--- src/rtl/text_writer_if.sv ---
// Byte-input handshake and video-memory write port of text_writer.
// The slave modport is the writer's own view; master is the host/memory side.
interface text_writer_if #(
  parameter int XW     = 7,
  parameter int YW     = 5,
  parameter int CHAR_W = 8,
  parameter int ATTR_W = 16
);
  logic [7:0]               in_data;
  logic                     in_valid;
  logic                     in_ready;
  logic                     write;
  logic [XW-1:0]            xtextwrite;
  logic [YW-1:0]            ytextwrite;
  logic [CHAR_W+ATTR_W-1:0] value;
  logic [XW-1:0]            cursor_x;
  logic [YW-1:0]            cursor_y;
  logic                     busy;

  modport slave (
    input  in_data, in_valid,
    output in_ready, write, xtextwrite, ytextwrite, value,
           cursor_x, cursor_y, busy
  );

  modport master (
    output in_data, in_valid,
    input  in_ready, write, xtextwrite, ytextwrite, value,
           cursor_x, cursor_y, busy
  );
endinterface

--- src/rtl/text_writer.sv ---
// Byte-stream text writer: turns printable bytes into cell writes at a
// cursor, interprets CR/LF/BS/FF and ESC (attribute) / US (cursor) sequences,
// and sweeps the whole screen with blanks on FF.
module text_writer #(
  parameter int          COLS       = 80,
  parameter int          ROWS       = 25,
  parameter int          XW         = 7,
  parameter int          YW         = 5,
  parameter int          CHAR_W     = 8,
  parameter int          ATTR_W     = 16,
  parameter logic [15:0] ATTR_RESET = 16'h0070
) (
  input  logic          clk,
  input  logic          reset,
  text_writer_if.slave  bus
);

  typedef enum logic [2:0] {
    IDLE, ESC_HI, ESC_LO, US_ROW, US_COL, CLEAR
  } state_t;

  localparam logic [XW-1:0] X_LAST = XW'(COLS - 1);
  localparam logic [YW-1:0] Y_LAST = YW'(ROWS - 1);

  state_t                   state_q, state_d;
  logic [XW-1:0]            cx_q, cx_d;
  logic [YW-1:0]            cy_q, cy_d;
  logic [ATTR_W-1:0]        attr_q, attr_d;
  logic [7:0]               hi_q, hi_d;
  logic [7:0]               row_q, row_d;
  logic [XW-1:0]            sx_q, sx_d;
  logic [YW-1:0]            sy_q, sy_d;
  logic                     wr_q, wr_d;
  logic [XW-1:0]            wx_q, wx_d;
  logic [YW-1:0]            wy_q, wy_d;
  logic [CHAR_W+ATTR_W-1:0] wval_q, wval_d;

  logic       accept;
  logic [15:0] attr_word;

  // No bytes are taken while the clear sweep owns the write port.
  assign accept    = bus.in_valid && (state_q != CLEAR);
  assign attr_word = {hi_q, bus.in_data};

  // Next-state, cursor and write-port decode.
  always_comb begin
    state_d = state_q;
    cx_d    = cx_q;
    cy_d    = cy_q;
    attr_d  = attr_q;
    hi_d    = hi_q;
    row_d   = row_q;
    sx_d    = sx_q;
    sy_d    = sy_q;
    wr_d    = 1'b0;
    wx_d    = wx_q;
    wy_d    = wy_q;
    wval_d  = wval_q;

    unique case (state_q)
      IDLE: begin
        if (accept) begin
          if (bus.in_data >= 8'h20) begin
            wr_d   = 1'b1;
            wx_d   = cx_q;
            wy_d   = cy_q;
            wval_d = {attr_q, CHAR_W'(bus.in_data)};
            if (cx_q == X_LAST) begin
              cx_d = '0;
              cy_d = (cy_q == Y_LAST) ? '0 : cy_q + 1'b1;
            end else begin
              cx_d = cx_q + 1'b1;
            end
          end else begin
            case (bus.in_data)
              8'h0D: cx_d = '0;
              8'h0A: cy_d = (cy_q == Y_LAST) ? '0 : cy_q + 1'b1;
              8'h08: begin
                if (cx_q != '0) begin
                  cx_d = cx_q - 1'b1;
                end else if (cy_q != '0) begin
                  cx_d = X_LAST;
                  cy_d = cy_q - 1'b1;
                end
              end
              8'h0C: begin
                state_d = CLEAR;
                sx_d    = '0;
                sy_d    = '0;
              end
              8'h1B:   state_d = ESC_HI;
              8'h1F:   state_d = US_ROW;
              default: ;
            endcase
          end
        end
      end
      ESC_HI: begin
        if (accept) begin
          hi_d    = bus.in_data;
          state_d = ESC_LO;
        end
      end
      ESC_LO: begin
        if (accept) begin
          attr_d  = attr_word[ATTR_W-1:0];
          state_d = IDLE;
        end
      end
      US_ROW: begin
        if (accept) begin
          row_d   = bus.in_data;
          state_d = US_COL;
        end
      end
      US_COL: begin
        if (accept) begin
          cx_d    = (int'(bus.in_data) >= COLS) ? X_LAST : XW'(bus.in_data);
          cy_d    = (int'(row_q) >= ROWS) ? Y_LAST : YW'(row_q);
          state_d = IDLE;
        end
      end
      CLEAR: begin
        wr_d   = 1'b1;
        wx_d   = sx_q;
        wy_d   = sy_q;
        wval_d = {attr_q, CHAR_W'(8'h20)};
        if (sx_q == X_LAST) begin
          sx_d = '0;
          if (sy_q == Y_LAST) begin
            sy_d    = '0;
            cx_d    = '0;
            cy_d    = '0;
            state_d = IDLE;
          end else begin
            sy_d = sy_q + 1'b1;
          end
        end else begin
          sx_d = sx_q + 1'b1;
        end
      end
      default: state_d = IDLE;
    endcase
  end

  // State registers; reset aborts any sweep or partial sequence at once.
  always_ff @(posedge clk or posedge reset) begin
    if (reset) begin
      state_q <= IDLE;
      cx_q    <= '0;
      cy_q    <= '0;
      attr_q  <= ATTR_RESET[ATTR_W-1:0];
      hi_q    <= '0;
      row_q   <= '0;
      sx_q    <= '0;
      sy_q    <= '0;
      wr_q    <= 1'b0;
      wx_q    <= '0;
      wy_q    <= '0;
      wval_q  <= '0;
    end else begin
      state_q <= state_d;
      cx_q    <= cx_d;
      cy_q    <= cy_d;
      attr_q  <= attr_d;
      hi_q    <= hi_d;
      row_q   <= row_d;
      sx_q    <= sx_d;
      sy_q    <= sy_d;
      wr_q    <= wr_d;
      wx_q    <= wx_d;
      wy_q    <= wy_d;
      wval_q  <= wval_d;
    end
  end

  assign bus.in_ready   = (state_q != CLEAR);
  assign bus.busy       = (state_q == CLEAR);
  assign bus.write      = wr_q;
  assign bus.xtextwrite = wx_q;
  assign bus.ytextwrite = wy_q;
  assign bus.value      = wval_q;
  assign bus.cursor_x   = cx_q;
  assign bus.cursor_y   = cy_q;

endmodule

--- src/flat_wrapper.sv ---
// flat-port wrapper written by rule: the top's interface ports become plain ports
module text_writer_flat 
#(
  parameter int          COLS       = 80,
  parameter int          ROWS       = 25,
  parameter int          XW         = 7,
  parameter int          YW         = 5,
  parameter int          CHAR_W     = 8,
  parameter int          ATTR_W     = 16,
  parameter logic [15:0] ATTR_RESET = 16'h0070
)
  (clk, reset, bus_in_data, bus_in_valid, bus_in_ready, bus_write, bus_xtextwrite, bus_ytextwrite, bus_value, bus_cursor_x, bus_cursor_y, bus_busy);
  text_writer_if #(.XW(XW), .YW(YW), .CHAR_W(CHAR_W), .ATTR_W(ATTR_W)) bus_i ();
  input  logic clk;
  input  logic reset;
  input wire logic [$bits(bus_i.in_data)-1:0] bus_in_data;
  input wire logic [$bits(bus_i.in_valid)-1:0] bus_in_valid;
  output wire logic [$bits(bus_i.in_ready)-1:0] bus_in_ready;
  output wire logic [$bits(bus_i.write)-1:0] bus_write;
  output wire logic [$bits(bus_i.xtextwrite)-1:0] bus_xtextwrite;
  output wire logic [$bits(bus_i.ytextwrite)-1:0] bus_ytextwrite;
  output wire logic [$bits(bus_i.value)-1:0] bus_value;
  output wire logic [$bits(bus_i.cursor_x)-1:0] bus_cursor_x;
  output wire logic [$bits(bus_i.cursor_y)-1:0] bus_cursor_y;
  output wire logic [$bits(bus_i.busy)-1:0] bus_busy;
  assign bus_i.in_data = bus_in_data;
  assign bus_i.in_valid = bus_in_valid;
  assign bus_in_ready = bus_i.in_ready;
  assign bus_write = bus_i.write;
  assign bus_xtextwrite = bus_i.xtextwrite;
  assign bus_ytextwrite = bus_i.ytextwrite;
  assign bus_value = bus_i.value;
  assign bus_cursor_x = bus_i.cursor_x;
  assign bus_cursor_y = bus_i.cursor_y;
  assign bus_busy = bus_i.busy;
  text_writer #(.COLS(COLS), .ROWS(ROWS), .XW(XW), .YW(YW), .CHAR_W(CHAR_W), .ATTR_W(ATTR_W), .ATTR_RESET(ATTR_RESET)) u_core (.clk(clk), .reset(reset), .bus(bus_i));
endmodule
--- config.mk ---
export PLATFORM = sky130hd
export DESIGN_NAME = text_writer_flat
export DESIGN_NICKNAME = d
export VERILOG_FILES = /design/src/rtl/text_writer_if.sv /design/src/rtl/text_writer.sv /design/src/flat_wrapper.sv
export SDC_FILE = /design/constraint.sdc
export NUM_CORES = 1
export LEC_CHECK = 0
export CAP_MARGIN = 0
export CELL_PAD_IN_SITES_DETAIL_PLACEMENT = 1
export CELL_PAD_IN_SITES_GLOBAL_PLACEMENT = 2
export CORE_ASPECT_RATIO = 1.1
export CORE_MARGIN = 8
export CORE_UTILIZATION = 30
export CTS_CLUSTER_SIZE = 30
export DETAILED_ROUTE_END_ITERATION = 10
export GPL_TIMING_DRIVEN = 0
export MAX_ROUTING_LAYER = met4
export PLACE_DENSITY = 0.76
export SYNTH_ARGS = -nofsm -noshare
export SYNTH_HDL_FRONTEND = slang
export SYNTH_SLANG_ARGS = --single-unit
export TNS_END_PERCENT = 100
--- constraint.sdc ---
create_clock -name clk -period 3.5 [get_ports clk]
set_input_delay 0.7 -clock clk [delete_from_list [all_inputs] [get_ports clk]]
set_output_delay 0.7 -clock clk [all_outputs]
set_load 0.02 [all_outputs]
======== Word-level counts from Yosys, hierarchy flattened ========
Cells that the tools add are included.
storage, ports and cells
  register bits ........................... 96
  input bits .............................. 11
  output and inout bits ................... 51
  logic and storage cells ................. 125
cells by class
  add/sub/neg operators ................... 6
  order comparisons ....................... 3
  equal/unequal tests ..................... 33
  muxes and demuxes ....................... 55
  reductions and logical operators ........ 16
operators with widths
  operator             number
  $mux 7               15
  $mux 5               17
  $mux 24              2
  $pmux 24 s2          1
  $pmux 7 s2           3
  $eq 8x4->1 const B   4
  $pmux 5 s2           3
  $mux 3               7
  $pmux 7 s3           1
  $eq 8x5->1 const B   2
  $ne 2x1->1 const B   8
  $pmux 3 s5           1
  $pmux 5 s3           1
  $add 7x1->7 const B  2
  $eq 7x7->1 const B   2
  $ne 4x3->1 const B   3
  $add 5x1->5 const B  2
  $eq 5x5->1 const B   2
  $pmux 3 s3           1
  $reduce_and 9->1     1
  $ge 8x5->1 const B   1
  $ge 8x6->1 const B   1
  $ge 8x7->1 const B   1
  $reduce_and 8->1     1
  other kinds (24)     31

======== Longest topological paths before layout ========
  depth in word-level cells ............... 7
  gate-level depth with buffers ........... 11
  depth with buffers taken out ............ 7

======== Worst setup path before layout ========
Ideal clock, no wire load.
  path type ............................... input-to-reg
  from .................................... input port bus_in_data[6]
  to ...................................... register u_core.cy_q[3] (netlist: u_core.bus.cursor_y[3])
  library setup time ...................... 0.075 ns
  arrival time ............................ 2.324 ns
  required time ........................... 3.425 ns
  path slack .............................. 1.101 ns
  stages .................................. 8
  path buffers ............................ 3
  cells stage by stage .................... buf_2 > or3_4 > buf_4 > or3_4 > buf_6 > o41ai_2 > a221oi_1 > o21ai_2
between the ends
  longest elaborated chain between the ends .. 5
  elaborated cells on any way between the ends .. 12
  those cells by class .................... order compare (1); eq/ne (6); mux (4); reduce/logical (1)
RTL lines
  element                                             RTL line            RTL
  start: declaration                                  flat_wrapper.sv:16  input wire logic [$bits(bus_i.in_data)-1:0] bus_in_data;
  branches (longest 5 deep; another with $ge 8x6->1)  -
  end signal: assignment                              text_writer.sv:164  cy_q <= cy_d;
  end: declaration                                    text_writer.sv:27   logic [YW-1:0] cy_q, cy_d;
Parallel ways; which one is timed is not known. The select of a mux whose other input is x is not followed.
A chain may end at the register's enable or synchronous reset.

======== Worst setup path after layout ========
  from .................................... register u_core.state_q[1]
  to ...................................... output port bus_busy
between the ends
  longest elaborated chain between the ends .. 1
RTL lines
  element                   RTL line            RTL
  start: declaration        text_writer.sv:25   state_t state_q, state_d;
  start signal: assignment  text_writer.sv:162  state_q <= state_d;
  $eq 3x3->1                text_writer.sv:178  assign bus.busy = (state_q == CLEAR);
  end: declaration          flat_wrapper.sv:25  output wire logic [$bits(bus_i.busy)-1:0] bus_busy;
No other way between the ends.

==> out/results.ini <==
[sta]
setup-violations-final=0
hold_violations=0
relSlewSlack=0.253
finalClockSkew_ns=0.00742
final_max_slew_viol_count=0
max_freq_ghz=0.303
worstMarginPinSlew_ns=1.11
hold_ws_ns=0.468
min_period_ns=3.30
rsz0062_at_grt=no
fin_crit_sh=0.943

[critical_path]
critPathRequiredTime_ns=2.80
path_class=register to output pin
startpoint_type=register
crit_start=u_core.state_q[1]
critPathMaxFanout=13
r2r_cells=9
reg2reg_to=u_core.bus.cursor_x[6]
timing.rr.start=u_core.state_q[1]
crit_arrival_ns=2.60
cp-endpoint=bus_busy
rrSetupSlack_ns=0.59
cp-end-kind=output pin

[detailed_routing]
drt_iter0_drc=241
viasPerCell=5.36
route.vias.total=4376
first_pass_iters=4
ant_nets=0
routedWlPerCell_um=19.6
wirelength_um=16000
drc=0

[power]
power.leakage_nw=2.79
intPower_mw=2.85
seqPwrFrac=0.389
power_frac_comb=0.395
p_per_area_nw_per_um2=739
clkPwrFrac=0.215
swShare=0.386
power_mw=4.65
p_switching_mw=1.79
peakVddDrop_v=0.000233

[placed_design]
place_congestion=0.805
dp_hpwl_um=11600
portBuffers=56

[yosys]
synthCells=537
syn_area_um2=5140
synth_cell_types=72
synth-async-reset-ratio=1.00
synth_top_flop_cell=dfrtp_1
ys_seq_elements=96
synth-seq-area-share=0.468
syn-num-nets=557
synth_edf_count=0
syn_avg_cell_area_um2=9.57
ys_warn_count=0

[clocking]
tritoncts=yes
clock-sinks=96
cts_htree_levels=3
cts_buffer_depth=2
clk_pin_slew_ns=0.08
clock_latency_ns=0.35
cts_root_buffer=clkbuf_16
cts_buffers=9

[cells_and_area]
fin_nets=624
syn_to_final_growth_pct=22.4
n_fill_cell=1933
drive_above_1_share=0.144
antenna_cells=0
mostFrequentLayoutCells=109 x nand2_1, 93 x dfrtp_1, 56 x clkdlybuf4s50_1
layout_commonest_cell=nand2_1

[global_route]
grt-ovfl-total=0
grt_pass1_wl_um=26300
grt_use_total=0.157
antenna_found_initial=0
first_global_vias=4757
grt_max_degree=72

[die]
start_util=0.304
coreArea_um2=16900
die_h_um=153
die_area_um2=21600
die_x_um=141
io_pins=62
core.rowCount=50

[status]
status=completed

[job]
drv_cap=0

[min_path]
hold_path_class=register to register

## cells in the mapped netlist, drive strengths merged (2+ instances only)
library cell / instances / area, um2
dfstp: 3 / 78.8
nand2: 109 / 409
nand4: 4 / 25.0
a211oi: 4 / 35.0
o311ai: 4 / 35.0
o41ai: 5 / 51.3
or2: 2 / 12.5
mux2i: 2 / 20.0
nand3: 23 / 115
a21oi: 8 / 40.0
or4b: 3 / 37.5
o31ai: 5 / 37.5
nand3b: 5 / 37.5
ha: 9 / 113
and2: 3 / 18.8
clkbuf: 17 / 63.8
nor3: 8 / 56.3
dfrtp: 93 / 2330
nor3b: 8 / 70.1
nor2: 35 / 131
nand4b: 2 / 17.5
and3: 7 / 43.8
o21ai: 31 / 159
a41oi: 4 / 50.1
or3: 5 / 41.3
nand2b: 4 / 25.0
a31o: 2 / 17.5
xnor2: 3 / 26.3
nor4: 2 / 12.5
o211ai: 3 / 22.5
a31oi: 20 / 125
o2bb2ai: 2 / 17.5
mux2: 38 / 439
o2111ai: 2 / 17.5
nor2b: 6 / 37.5
or4: 2 / 15.0
xor2: 2 / 17.5
inv: 15 / 56.3
buf: 22 / 135
## sequential cells by signal (all words and copies together), names as in the netlist
signal,flops
u_core.bus.value,24
u_core.state_q,3
u_core.bus.xtextwrite,7
u_core.bus.cursor_y,5
u_core.sy_q,5
u_core.bus.ytextwrite,5
u_core.attr_q,16
u_core.bus.write,1
u_core.bus.cursor_x,7
u_core.sx_q,7
u_core.row_q,8
u_core.hi_q,8
## metal layers
metal / wire, um / part of all wire / vias to the layer above / GRT usage
met1: 7320 / 0.46 / 2241 / 0.190
met5: 0 / 0 / - / -
met2: 7920 / 0.50 / 70 / 0.267
met4: 284 / 0.018 / 0 / 0.0497
li1: - / - / 2043 / -
met3: 477 / 0.030 / 22 / 0.0202
## critical path, cell delays in order, from the launching register on
cell	delay, ns
dfrtp_1	0.43
nor2b_1	0.11
buf_2	0.20
nand2_1	0.27
inv_2	0.28
clkbuf_2	0.29
clkdlybuf4s50_1	0.66
## per-stage QoR
step	cells	instance area (um2)	util	TNS [ns]	setup slack, ns
after global placement	801	5960	0.353	-124.77	-1.34
after detailed placement	802	5990	0.355	0	0.0725
after CTS	817	6290	0.372	0	0.182
after floorplan	537	5140	-	0	0.300
final	817	6290	0.372	0	0.200
after global routing	817	6290	0.372	0	0.0135
## what timing repair did
action,in CTS,in global routing
setup buffers,0,0
hold buffers,0,0
gates resized for setup,1,0
setup endpoints to repair,1,0
## final cells by class
type                       instances  area, um2  share of cell area
multi-input combinational        387       2480               0.394
sequential                        96       2410               0.383
timing repair buffer              57        588              0.0935
tap                              208        260              0.0414
clock buffer                      10        239              0.0380
buffer                            38        196              0.0312
clock inverter                     6       62.6             0.00995
inverter                          15       58.8             0.00935
## cell families (layout without fill, tap and decap cells)
kind of cell | Yosys count | after routing | synth area share
and+or+nand+nor | 230 | 230 | 0.219
AOI/OAI and AO/OA | 103 | 103 | 0.143
DFF | 96 | 96 | 0.468
buffers and inverters | 54 | 126 | 0.0497
muxes | 40 | 40 | 0.0894
adders and majority gates | 9 | 9 | 0.0219
xor gates and xnor gates | 5 | 5 | 0.00853
## power by group through the flow
stage               Sequential [mW]  Combinational [mW]  Clock (mW)
detailed placement             1.83                1.84           0
finish                         1.81                1.84        1.00
global placement               1.81                1.80           0
floorplan                      1.97               0.928           0
global route                   1.87                2.02        1.06
CTS                            1.82                1.86        1.03
## worst min-delay path by stage
| stage | slack [ns] | startpoint | endpoint | cells after the start |
|---|---|---|---|---|
| 2_1_floorplan | 0.43 | u_core.attr_q[2] | u_core.bus.value[10] | 2 |
| 3_3_place_gp | 0.45 | u_core.attr_q[2] | u_core.bus.value[10] | 2 |
| 3_5_place_dp | 0.46 | u_core.attr_q[0] | u_core.bus.value[8] | 2 |
| 4_1_cts | 0.47 | u_core.attr_q[0] | u_core.bus.value[8] | 2 |
| 5_1_grt | 0.50 | u_core.attr_q[15] | u_core.bus.value[23] | 2 |
| 6_report | 0.47 | u_core.attr_q[0] | u_core.bus.value[8] | 2 |
(Power assumes the default switching activity.)
